## config.mk

```make
export PLATFORM = sky130hd
export DESIGN_NAME = xgriscv_mmio_timer
export DESIGN_NICKNAME = d
export VERILOG_FILES = /design/src/rtl/xgriscv_mmio_timer.sv
export SDC_FILE = /design/constraint.sdc
export NUM_CORES = 1
export LEC_CHECK = 0
export ABC_AREA = 1
export CORE_MARGIN = 2
export CORE_UTILIZATION = 35
export DETAILED_ROUTE_END_ITERATION = 6
export PLACE_DENSITY_LB_ADDON = 0.25
export SLEW_MARGIN = 20
export SYNTH_ARGS = -nofsm -noshare
export SYNTH_HDL_FRONTEND = slang
export SYNTH_SLANG_ARGS = --single-unit
```

## constraint.sdc

```tcl
create_clock -name clk -period 5.01 [get_ports clk]
set_input_delay 0.7515 -clock clk [delete_from_list [all_inputs] [get_ports clk]]
set_output_delay 0.7515 -clock clk [all_outputs]
set_load 0.02 [all_outputs]
```

## src/rtl/xgriscv_mmio_timer.sv

```systemverilog
// MMIO timer: prescaled counter, compare match, W1C flag, level irq; XGRISCV_TIMER_WDOG_EN adds a watchdog at 0x14.
// Latency: reads are combinational from daddr; writes and counting update on the clk edge.
// Backpressure: none; every store is accepted in its cycle.
module xgriscv_mmio_timer #(
  parameter logic [31:0] BASE_ADDR = 32'h0200_0000,
  parameter int          CNT_W     = 32
) (
  input  logic        clk,
  input  logic        reset,
  input  logic        memwrite,
  input  logic [3:0]  amp,
  input  logic [31:0] daddr,
  input  logic [31:0] writedata,
  output logic [31:0] readdata,
  output logic        sel,
  output logic        irq,
  output logic        wdog_rst
);

  function automatic logic [31:0] merge(input logic [31:0] old, input logic [31:0] wd,
                                        input logic [3:0] be);
    logic [31:0] r;
    r = old;
    for (int i = 0; i < 4; i++)
      if (be[i]) r[8*i +: 8] = wd[8*i +: 8];
    return r;
  endfunction

  logic             en, ar, ie, flag;
  logic [CNT_W-1:0] count, compare, cnt_inc;
  logic [15:0]      prescale, psc_cnt;
  logic [2:0]       off;
  logic             wr, wr_ctrl, wr_stat, wr_cnt, wr_cmp, wr_psc;
  logic             en_off, tick, match, w1c;
  logic [31:0]      ctrl_new, cnt_new, cmp_new, psc_new, rd;

  assign sel     = (daddr[31:5] == BASE_ADDR[31:5]);
  assign off     = daddr[4:2];
  assign wr      = memwrite & sel;
  assign wr_ctrl = wr & (off == 3'd0);
  assign wr_stat = wr & (off == 3'd1);
  assign wr_cnt  = wr & (off == 3'd2);
  assign wr_cmp  = wr & (off == 3'd3);
  assign wr_psc  = wr & (off == 3'd4);

  assign ctrl_new = merge({29'd0, ie, ar, en}, writedata, amp);
  assign cnt_new  = merge(32'(count), writedata, amp);
  assign cmp_new  = merge(32'(compare), writedata, amp);
  assign psc_new  = merge({16'd0, prescale}, writedata, amp);

  // A CTRL store that clears en suppresses the tick on the same edge.
  assign en_off  = wr_ctrl & ~ctrl_new[0];
  assign tick    = en & (psc_cnt == prescale) & ~en_off;
  assign cnt_inc = count + CNT_W'(1);
  assign match   = tick & ~wr_cnt & (cnt_inc == compare);
  assign w1c     = wr_stat & amp[0] & writedata[0];
  assign irq     = flag & ie;

  always_ff @(posedge clk) begin
    if (reset) begin
      en       <= 1'b0;
      ar       <= 1'b0;
      ie       <= 1'b0;
      flag     <= 1'b0;
      count    <= '0;
      compare  <= '1;
      prescale <= 16'd0;
      psc_cnt  <= 16'd0;
    end else begin
      if (wr_ctrl) {ie, ar, en} <= ctrl_new[2:0];
      if (match)    flag <= 1'b1;
      else if (w1c) flag <= 1'b0;
      if (wr_cnt)    count <= cnt_new[CNT_W-1:0];
      else if (tick) count <= (match & ar) ? '0 : cnt_inc;
      if (wr_cmp) compare  <= cmp_new[CNT_W-1:0];
      if (wr_psc) prescale <= psc_new[15:0];
      if (wr_psc | tick | ~en | en_off) psc_cnt <= 16'd0;
      else                              psc_cnt <= psc_cnt + 16'd1;
    end
  end

`ifdef XGRISCV_TIMER_WDOG_EN
  logic        wen, wr_wd, wd_hit;
  logic [15:0] wd_limit, wd_cnt;
  logic [31:0] wd_new;

  assign wr_wd    = wr & (off == 3'd5);
  assign wd_new   = merge({wen, 15'd0, wd_limit}, writedata, amp);
  assign wd_hit   = wen & flag & (wd_limit != 16'd0) & (wd_cnt == wd_limit);
  assign wdog_rst = wd_hit;

  // Runs only while an expiry is left unserviced; the hit itself restarts the count.
  always_ff @(posedge clk) begin
    if (reset) begin
      wen      <= 1'b0;
      wd_limit <= 16'd0;
      wd_cnt   <= 16'd0;
    end else begin
      if (wr_wd) {wen, wd_limit} <= {wd_new[31], wd_new[15:0]};
      if (~flag | wd_hit) wd_cnt <= 16'd0;
      else if (wen)       wd_cnt <= wd_cnt + 16'd1;
    end
  end

  logic unused_wd;
  assign unused_wd = &{1'b0, wd_new[30:16]};
`else
  assign wdog_rst = 1'b0;
`endif

  always_comb begin
    rd = 32'd0;
    if (sel) begin
      case (off)
        3'd0: rd = {29'd0, ie, ar, en};
        3'd1: rd = {31'd0, flag};
        3'd2: rd = 32'(count);
        3'd3: rd = 32'(compare);
        3'd4: rd = {16'd0, prescale};
`ifdef XGRISCV_TIMER_WDOG_EN
        3'd5: rd = {wen, 15'd0, wd_limit};
`endif
        default: rd = 32'd0;
      endcase
    end
    readdata = rd;
  end

  logic unused_bits;
  assign unused_bits = &{1'b0, daddr[1:0], ctrl_new[31:3], psc_new[31:16]};

endmodule
```

## Yosys cells after proc, flatten, opt, wreduce, memory -nomap -nowiden

Cells that the tools add are included.

- Add/subtract/negate cells: 2
- Reduce and logical (&&, ||, !) cells: 15
- Bitwise gates (word level): 22
- Equality and inequality tests: 11
- Multiplexer cells: 12

Operators by type and width:

| kind | count |
|---|---|
| case mux 32 bit (5 select lines) | 1 |
| 2-to-1 mux 32 bit | 4 |
| adder 32 x 1 -> 32 bit, second input constant | 1 |
| == test 32 bit | 1 |
| 2-to-1 mux 8 bit | 4 |
| == test 27 x 21 -> 1 bit, second input constant | 1 |
| AND reduction 2 bit | 11 |
| adder 16 x 1 -> 16 bit, second input constant | 1 |
| == test 16 bit | 1 |
| bitwise AND 1 bit | 15 |
| inequality test 2 bit, second input constant | 4 |
| == test 3 x 2 -> 1 bit, second input constant | 2 |
| inverter 1 bit | 4 |
| nonzero test 2 bit | 2 |
| == test 3 x 1 -> 1 bit, second input constant | 1 |
| == test 3 bit, second input constant | 1 |
| zero test 3 bit | 1 |
| 2-to-1 mux 1 bit | 3 |
| OR 1 bit | 3 |
| OR reduction 2 bit | 1 |

- Output and inout bits: 35
- Word-level logic and storage cells: 77
- Bits in registers: 100

## Depth between registers and ports, before layout

Gate-level depths: netlist of the first run.

- Depth after elaboration: 12
- Gate-level depth with buffers: 17

## Worst setup path before layout of the first run

No wires, ideal clock.

- Kind: input-to-output
- Start: in daddr[20]
- End: out readdata[10]
- Path slack: 2.038 ns
- Cell stages on the path: 8
- Buffers on the path: 1
- Arrival time: 2.221 ns
- Data required time: 4.259 ns
- Cells stage by stage: nor2_1 -> nand2_1 -> nor2_1 -> nand2_1 -> nor2_2 -> o21ai_1 -> clkbuf_1 -> a31oi_1

- Word-level cells in the longest chain between the ends: 2

Ends and longest elaborated chain:

| what | RTL line | RTL |
|---|---|---|
| from (decl) | 12 | `input logic [31:0] daddr,` |
| == test 27 x 21 -> 1 bit | 37 | `assign sel = (daddr[31:5] == BASE_ADDR[31:5]);` |
| via sel | 15 | `output logic sel,` |
| 2-to-1 mux 32 bit | 113 | `if (sel) begin` |
| to (decl) | 14 | `output logic [31:0] readdata,` |

The timed path passes the listed nets, and every way through them passes these cells.

## Worst setup path after layout of the first run

- Start: in daddr[25]
- End: out readdata[5]

- Word-level cells in the longest chain between the ends: 2

Ends and longest elaborated chain:

| what | RTL line |
|---|---|
| == test 27 x 21 -> 1 bit | 37 |
| 2-to-1 mux 32 bit | 113 |

Every way passes these cells.

==> impl_summary.log, run 1 <==
INFO  metric post_cts_resized = 0
INFO  metric peakVddDrop = 0.162 mV
INFO  metric post_route_cells_drive_above_1_share = 4.23%
INFO  metric crit_path_top_cell_by_count = sky130_fd_sc_hd__clkdlybuf4s50_1
INFO  metric global_route.overflow_total = 0
INFO  metric core_area = 0.0188 sq mm
INFO  metric synth-async-reset-ratio = 0%
INFO  metric synth_commonest_cells = sky130_fd_sc_hd__nand2_1 (319), sky130_fd_sc_hd__inv_1 (154), sky130_fd_sc_hd__nor2_1 (135)
INFO  metric m3_gr_usage = 3.45%
INFO  metric initial_utilization = 36.0%
INFO  metric ctsHoldBuffers = 0
INFO  metric crit_required = 4260 ps
INFO  metric syn-cell-area = 0.00678 sq mm
INFO  metric gp_congestion = 0.986
INFO  metric netlist.area_leader.share = 29.5%
INFO  metric timing.setup.critical_path_class = input pin to output pin
INFO  metric cts-root-buf = sky130_fd_sc_hd__clkbuf_16
INFO  metric wirelength = 23100 um
INFO  metric syn-num-nets = 1210
INFO  metric final-hold-violation-count = 0
INFO  metric ctsLongestPathBuffers = 2
INFO  metric number_of_buffers_inserted_during_clock_tree_synthesis = 9
INFO  metric drc = 0
INFO  metric worst-endpoint-arrival = 3200 ps
INFO  metric clock_tree_from_tritoncts = done
INFO  metric crit_path_end_kind = output pin
INFO  metric holdCritPathClass = register to register
INFO  metric synth.lib_cells_used.distinct = 42
INFO  metric synth_area_leader_cell = sky130_fd_sc_hd__dfxtp_1
INFO  metric timing.final.crit_period = 3950 ps
INFO  metric viasPerCell = 5.10
INFO  metric setup_viol_count_final = 0
INFO  metric clkSinkCount = 100
INFO  metric post_synth_inst_count = 1137
INFO  metric globalRouteTotalUtil = 22.9%
INFO  metric postCtsSetupBuffers = 0
INFO  metric grt_first_pass_wirelength = 36700 um
INFO  metric synthesized_flop_and_latch_total = 100
INFO  metric max-cap-violations = 0
INFO  metric n_antenna_cell = 0
INFO  metric cell_leakage_power = 3.54 nW
INFO  metric clkTransAtPathRegs = 70 ps
INFO  metric grt_antenna_before_repair = 0
INFO  metric total_negative_setup_slack = 0 ps
INFO  metric gr_met1_demand_resource = 31.7%
INFO  metric first_global_vias = 6989
INFO  metric cp_max_fo = 19
INFO  metric boundaryPins = 106
INFO  metric port_buffers = 102
INFO  metric met2_usage = 37.5%
INFO  metric die_width = 143 um
INFO  metric slew_violations = 0
INFO  metric ctsHtreeMaxLevel = 3
INFO  metric final_min_period_over_clock_period = 78.9%
INFO  metric syn2layout_area_growth = 22.8%
INFO  metric detail-route-antenna-nets = 0
INFO  metric worst_setup_path_start_kind = input pin
INFO  metric instances_no_fill = 1488
INFO  metric post_layout_nets = 1296
INFO  metric drt-wirelength-per-cell = 15.5 um
INFO  metric synthesis.area_per_instance = 5.96 sq um
INFO  metric dp_hpwl = 17500 um
INFO  metric placed_cells = 1472
INFO  metric nFillCells = 2060
INFO  metric power_density = 190 mW/mm^2
INFO  metric fp.dieArea = 0.0205 sq mm
INFO  metric critPathMaxStageDelay = 650 ps
INFO  metric floorplan.die.height = 143 um
INFO  metric fmaxAchievable = 0.253 GHz
INFO  metric insertion_delay_to_the_later_sink_of_the_worst_skew_pair = 360 ps
INFO  metric synth.area.top_cells = sky130_fd_sc_hd__dfxtp_1 (30%), sky130_fd_sc_hd__nand2_1 (18%), sky130_fd_sc_hd__inv_1 (8.5%)
INFO  metric timing.critical_path.cells = clkdlybuf4s50_1 -> nand2_1 -> nor3_1 -> nand3_1 -> nor2_2 -> o21ai_2 -> buf_4 -> a31oi_1 -> clkdlybuf4s50_1
INFO  metric route.vias.total = 7595
INFO  metric synth_enable_flop_cells = 0
INFO  metric yosysMostFrequentCell = sky130_fd_sc_hd__nand2_1
INFO  metric std_cell_rows = 50
INFO  metric grt_most_used_layer = met2
INFO  metric crit_path_top_delay_cell = sky130_fd_sc_hd__clkdlybuf4s50_1
INFO  metric initial_drc_count = 582
INFO  metric outcome = finished, final reports clean
INFO  metric timing.max_slew.rel_slack = 59.4%
INFO  metric grt_start_max_net_pins = 47
INFO  metric rsz0062_at_grt = false
INFO  metric first_pass_iters = 6
INFO  metric ys.warnings.count = 0
INFO  metric hold_slack = 474 ps
INFO  metric timing.clock.skew = 7.92 ps
INFO  metric synth_ff_type = sky130_fd_sc_hd__dfxtp_1
INFO  metric synth_sequential_area_ratio = 29.5%
INFO  metric max_slew.worst_pin.slew = 607 ps
[state kept, by name (all words and copies together) (netlist names)]
name      flops
en            1
compare      32
prescale     16
psc_cnt      16
ar            1
flag          1
count        32
ie            1
[area by class of cell]
class | count | area, sq um | area share [%]
clock buffer | 10 | 229 | 2.75
multi-input combinational | 845 | 4040 | 48.5
sequential | 100 | 2000 | 24.1
clock inverter | 6 | 47.5 | 0.571
timing repair buffer | 113 | 1100 | 13.3
inverter | 154 | 578 | 6.95
tap | 260 | 325 | 3.91
[critical path: cells and delay by family]
| kind | cells | cell delay (ps) |
|---|---|---|
| buffers and inverters | 3 | 1370 |
| AOI/OAI and AO/OA | 2 | 480 |
| and+or+nand+nor | 4 | 570 |
[cells in the final DEF, fill, tap and decap left out, types with 3 or more instances in the layout]
| master | n |
|---|---|
| sky130_fd_sc_hd__buf_4 | 11 |
| sky130_fd_sc_hd__nor2_2 | 12 |
| sky130_fd_sc_hd__a31oi_1 | 10 |
| sky130_fd_sc_hd__dfxtp_1 | 100 |
| sky130_fd_sc_hd__nand3_1 | 82 |
| sky130_fd_sc_hd__a22oi_1 | 17 |
| sky130_fd_sc_hd__nand3b_1 | 6 |
| sky130_fd_sc_hd__inv_1 | 154 |
| sky130_fd_sc_hd__nand2_4 | 3 |
| sky130_fd_sc_hd__clkbuf_16 | 9 |
| sky130_fd_sc_hd__nand2_1 | 319 |
| sky130_fd_sc_hd__o21ai_0 | 70 |
| sky130_fd_sc_hd__a211oi_1 | 12 |
| sky130_fd_sc_hd__o22ai_1 | 9 |
| sky130_fd_sc_hd__nand4_1 | 5 |
| sky130_fd_sc_hd__o21ai_1 | 4 |
| sky130_fd_sc_hd__nor2_1 | 135 |
| sky130_fd_sc_hd__xor2_1 | 8 |
| sky130_fd_sc_hd__nor2_4 | 4 |
| sky130_fd_sc_hd__nor3_1 | 11 |
| sky130_fd_sc_hd__clkdlybuf4s50_1 | 102 |
| sky130_fd_sc_hd__xnor2_1 | 5 |
| sky130_fd_sc_hd__a21oi_1 | 106 |
| sky130_fd_sc_hd__nor3b_1 | 4 |
[per-stage QoR]
step	setup WS [ps]	utilization, %	instance area, sq um	total power (W)
final	1060	44.2	8320	0.00158
after global routing	855	44.2	8320	0.00163
after CTS	999	44.2	8320	0.00159
after detailed placement	1020	42.7	8050	0.000923
after global placement	1040	42.7	8050	0.000923
after floorplan	2040	-	6780	0.000845
[cell families after synthesis]
group / count (synthesis) / share of synthesized area [%]
AND/OR/NAND/NOR: 590 / 37.1
AO/OA/AOI/OAI: 236 / 19.2
XOR/XNOR: 16 / 2.71
flip-flops: 100 / 29.5
buffers and inverters: 192 / 11.1
other: 1 / 0.0553
adder cells (fa/ha/maj): 2 / 0.369
[final timing paths]
kind              start          end  slack, ps  cells after the start
min          psc_cnt[0]   psc_cnt[0]        470                      1
max           daddr[25]  readdata[5]       1060                      9
min reg2reg  psc_cnt[0]   psc_cnt[0]        470                      1
max reg2reg    count[0]    count[11]       1750                     16
[metal layers]
metal,part of all wire [%],vias up
li1,-,3846
met1,47,3461
met4,1.4,0
met3,6.3,23
met2,45,265
met5,0,-
[power by group]
part           total (W)  internal (W)      switching, W
sequential      0.000794      0.000794  0.00000000000123
clock           0.000677      0.000342          0.000334
combinational   0.000112     0.0000587         0.0000536
total            0.00158       0.00119          0.000388
Note: power is estimated with default switching activity, not from simulation.
==> run 2: changes to the inputs <==
==> constraint.sdc (replaced) <==
create_clock -name clk -period 3.4 [get_ports clk]
set_input_delay 0.51 -clock clk [delete_from_list [all_inputs] [get_ports clk]]
set_output_delay 0.51 -clock clk [all_outputs]
set_load 0.02 [all_outputs]
==> run 2 against run 1 <==
Against the previous run: clock skew is 2.9 ps higher; sequential power up 47%; global-route usage up 0.29 points; non-clock buffer count is 9 higher; total power rose by 54%.
==> impl_summary.log, run 2 (same netlist as run 1, synthesis figures left out) <==
INFO  metric switching_power = 0.000577 W (was 0.000388 W)
INFO  metric outcome = finished, final reports clean (unchanged)
INFO  metric fmaxAchievable = 0.310 GHz
INFO  metric max_slew.worst_pin.slew = 659 ps (was 607 ps)
INFO  metric grt_start_max_net_pins = 47 (unchanged)
INFO  metric global_route.overflow_total = 0 (unchanged)
INFO  metric final-hold-violation-count = 0 (unchanged)
INFO  metric cp_max_fo = 19 (unchanged)
INFO  metric grt_first_pass_wirelength = 37200 um (was 36700 um)
INFO  metric holdCritPathClass = register to register (unchanged)
INFO  metric std_cell_rows = 50 (unchanged)
INFO  metric detail-route-antenna-nets = 0 (unchanged)
INFO  metric die_width = 143 um (unchanged)
INFO  metric drt-wirelength-per-cell = 15.6 um (was 15.5 um)
INFO  metric crit_path_end_kind = output pin (unchanged)
INFO  metric gp_congestion = 0.977 (was 0.986)
INFO  metric timing.critical_path.cells = clkdlybuf4s50_1 -> inv_1 -> nor3_2 -> buf_12 -> nand2_1 -> a31oi_1 -> clkdlybuf4s50_1 (was clkdlybuf4s50_1 -> nand2_1 -> nor3_1 -> nand3_1 -> nor2_2 -> o21ai_2 -> buf_4 -> a31oi_1 -> clkdlybuf4s50_1)
INFO  metric viasPerCell = 5.04 (was 5.10)
INFO  metric post-route-cell-area = 0.00846 sq mm (was 0.00832 sq mm)
INFO  metric drc = 0 (unchanged)
INFO  metric ctsLongestPathBuffers = 2 (unchanged)
INFO  metric crit_required = 2890 ps (was 4260 ps)
INFO  metric cts-root-buf = sky130_fd_sc_hd__clkbuf_16 (unchanged)
INFO  metric worstPathBufferInverterCount = 4 (was 3)
INFO  metric setup_viol_count_final = 0 (unchanged)
INFO  metric mostFrequentLayoutCell = sky130_fd_sc_hd__nand2_1 (unchanged)
INFO  metric commonest_cells_after_routing_fill_and_taps_aside = sky130_fd_sc_hd__nand2_1 (319), sky130_fd_sc_hd__inv_1 (154), sky130_fd_sc_hd__nor2_1 (135), sky130_fd_sc_hd__a21oi_1 (106), sky130_fd_sc_hd__clkdlybuf4s50_1 (102) (unchanged)
INFO  metric initial_drc_count = 584 (was 582)
INFO  metric first_global_vias = 6980 (was 6989)
INFO  metric power.internal = 0.00186 W (was 0.00119 W)
INFO  metric floorplan.die.height = 143 um (unchanged)
INFO  metric postCtsSetupBuffers = 0 (unchanged)
INFO  metric crit_path_top_cell_by_count = sky130_fd_sc_hd__clkdlybuf4s50_1 (unchanged)
INFO  metric rsz0062_at_grt = false (unchanged)
INFO  metric switching_share = 23.7% (was 24.5%)
INFO  metric timing.clock.skew = 10.8 ps (was 7.92 ps)
INFO  metric p_comb_share = 7.0% (was 7.1%)
INFO  metric max-cap-violations = 0 (unchanged)
INFO  metric p_clk_share = 45.0% (was 42.7%)
INFO  metric first_pass_iters = 5 (was 6)
INFO  metric core_area = 0.0188 sq mm (unchanged)
INFO  metric number_of_buffers_inserted_during_clock_tree_synthesis = 9 (unchanged)
INFO  metric wirelength = 23400 um (was 23100 um)
INFO  metric timing.setup.critical_path_class = input pin to output pin (unchanged)
INFO  metric final_min_period_over_clock_period = 94.8%
INFO  metric peakVddDrop = 0.236 mV (was 0.162 mV)
INFO  metric clock_tree_from_tritoncts = done (unchanged)
INFO  metric boundaryPins = 106 (unchanged)
INFO  metric cell_leakage_power = 3.61 nW (was 3.54 nW)
INFO  metric slew_violations = 0 (unchanged)
INFO  metric timing.max_slew.rel_slack = 55.9% (was 59.4%)
INFO  metric worst_setup_path_start_kind = input pin (unchanged)
INFO  metric top_regs = compare: 32 flops, count: 32 flops (unchanged)
INFO  metric post_route_cells_drive_above_1_share = 4.85% (was 4.23%)
INFO  metric critPathMaxStageDelay = 650 ps (about the same)
INFO  metric layout.core_utilization = 44.9% (was 44.2%)
INFO  metric port_buffers = 102 (unchanged)
INFO  metric post_layout_nets = 1305 (was 1296)
INFO  metric timing.final.crit_period = 3220 ps
INFO  metric clkTransAtPathRegs = 70 ps (about the same)
INFO  metric crit_path_top_delay_cell = sky130_fd_sc_hd__clkdlybuf4s50_1 (unchanged)
INFO  metric worst-endpoint-arrival = 2710 ps (was 3200 ps)
INFO  metric fp.dieArea = 0.0205 sq mm (unchanged)
INFO  metric initial_utilization = 36.0% (unchanged)
INFO  metric dpl_cell_area = 0.00815 sq mm (was 0.00805 sq mm)
INFO  metric clkSinkCount = 100 (unchanged)
INFO  metric hold_slack = 466 ps (was 474 ps)
INFO  metric cp_top_family = buffers and inverters (unchanged)
INFO  metric route.vias.total = 7541 (was 7595)
INFO  metric p_seq_share = 48.0% (was 50.2%)
INFO  metric total_negative_setup_slack = 0 ps (unchanged)
INFO  metric ctsHtreeMaxLevel = 3 (unchanged)
INFO  metric power_density = 288 mW/mm^2 (was 190 mW/mm^2)
INFO  metric total_power = 0.00244 W (was 0.00158 W)
INFO  metric nFillCells = 2083 (was 2060)
INFO  metric syn2layout_area_growth = 24.9% (was 22.8%)
INFO  metric n_antenna_cell = 0 (unchanged)
INFO  metric insertion_delay_to_the_later_sink_of_the_worst_skew_pair = 360 ps (about the same)
INFO  metric grt_antenna_before_repair = 0 (unchanged)
INFO  metric dp_hpwl = 17900 um (was 17500 um)
INFO  metric globalRouteTotalUtil = 23.2% (was 22.9%)
[run 2: path summary, 6_finish.rpt]
kind | cells after the start | to | slack, ps | start
hold / removal | 1 | psc_cnt[0] | 470 | psc_cnt[0]
hold reg to reg | 1 | psc_cnt[0] | 470 | psc_cnt[0]
setup reg to reg | 15 | count[31] | 450 | count[0]
setup / recovery | 7 | readdata[7] | 180 | daddr[2]
[run 2: final cells by class]
type                       count  area, sq um  area share (%)
multi-input combinational    845         4050            47.8
sequential                   100         2000            23.7
timing repair buffer         122         1210            14.3
inverter                     154          578            6.83
tap                          260          325            3.85
clock buffer                  12          246            2.91
clock inverter                 4         55.1           0.651
[run 2: routing by layer]
| metal | global-route usage [%] | vias to the layer above | wire length (um) |
|---|---|---|---|
| met5 | 0 | - | 0 |
| met4 | 6.15 | 0 | 374 |
| met3 | 3.62 | 28 | 1250 |
| met2 | 37.6 | 233 | 10600 |
| met1 | 32.1 | 3409 | 11100 |
| li1 | - | 3871 | - |
[run 2: power by group through the flow]
stage	Combinational [W]	Sequential [W]	Clock, W
5_1_grt	0.000182	0.00117	0.00116
6_report	0.000171	0.00117	0.00110
3_3_place_gp	0.000167	0.00120	0
3_5_place_dp	0.000168	0.00120	0
2_1_floorplan	0.0000481	0.00120	0
4_1_cts	0.000169	0.00117	0.00111
[run 2: what timing repair did]
item                       CTS  global route
gates resized for setup      0             1
hold buffers                 0             0
setup endpoints to repair    0            11
[run 2: worst reg2reg max path: stages (launching register included)]
cell	delay, ps
sky130_fd_sc_hd__dfxtp_1	470
sky130_fd_sc_hd__ha_1	310
sky130_fd_sc_hd__nand2_4	120
sky130_fd_sc_hd__nor2_8	160
sky130_fd_sc_hd__nand3_1	290
sky130_fd_sc_hd__o21ai_1	280
sky130_fd_sc_hd__nand3_1	90
sky130_fd_sc_hd__nand2_1	80
sky130_fd_sc_hd__nand2_1	50
sky130_fd_sc_hd__nor2_1	140
sky130_fd_sc_hd__nand2_1	130
sky130_fd_sc_hd__nor2_2	170
sky130_fd_sc_hd__nand4_4	80
sky130_fd_sc_hd__buf_4	270
sky130_fd_sc_hd__nand2_1	120
sky130_fd_sc_hd__a21oi_1	70
[run 2: through the flow]
stage               setup WS (ps)  std cells
floorplan                     911       1137
global placement             24.1       1481
detailed placement           5.12       1481
CTS                          12.0       1497
global route                 53.4       1497
finish                        176       1497
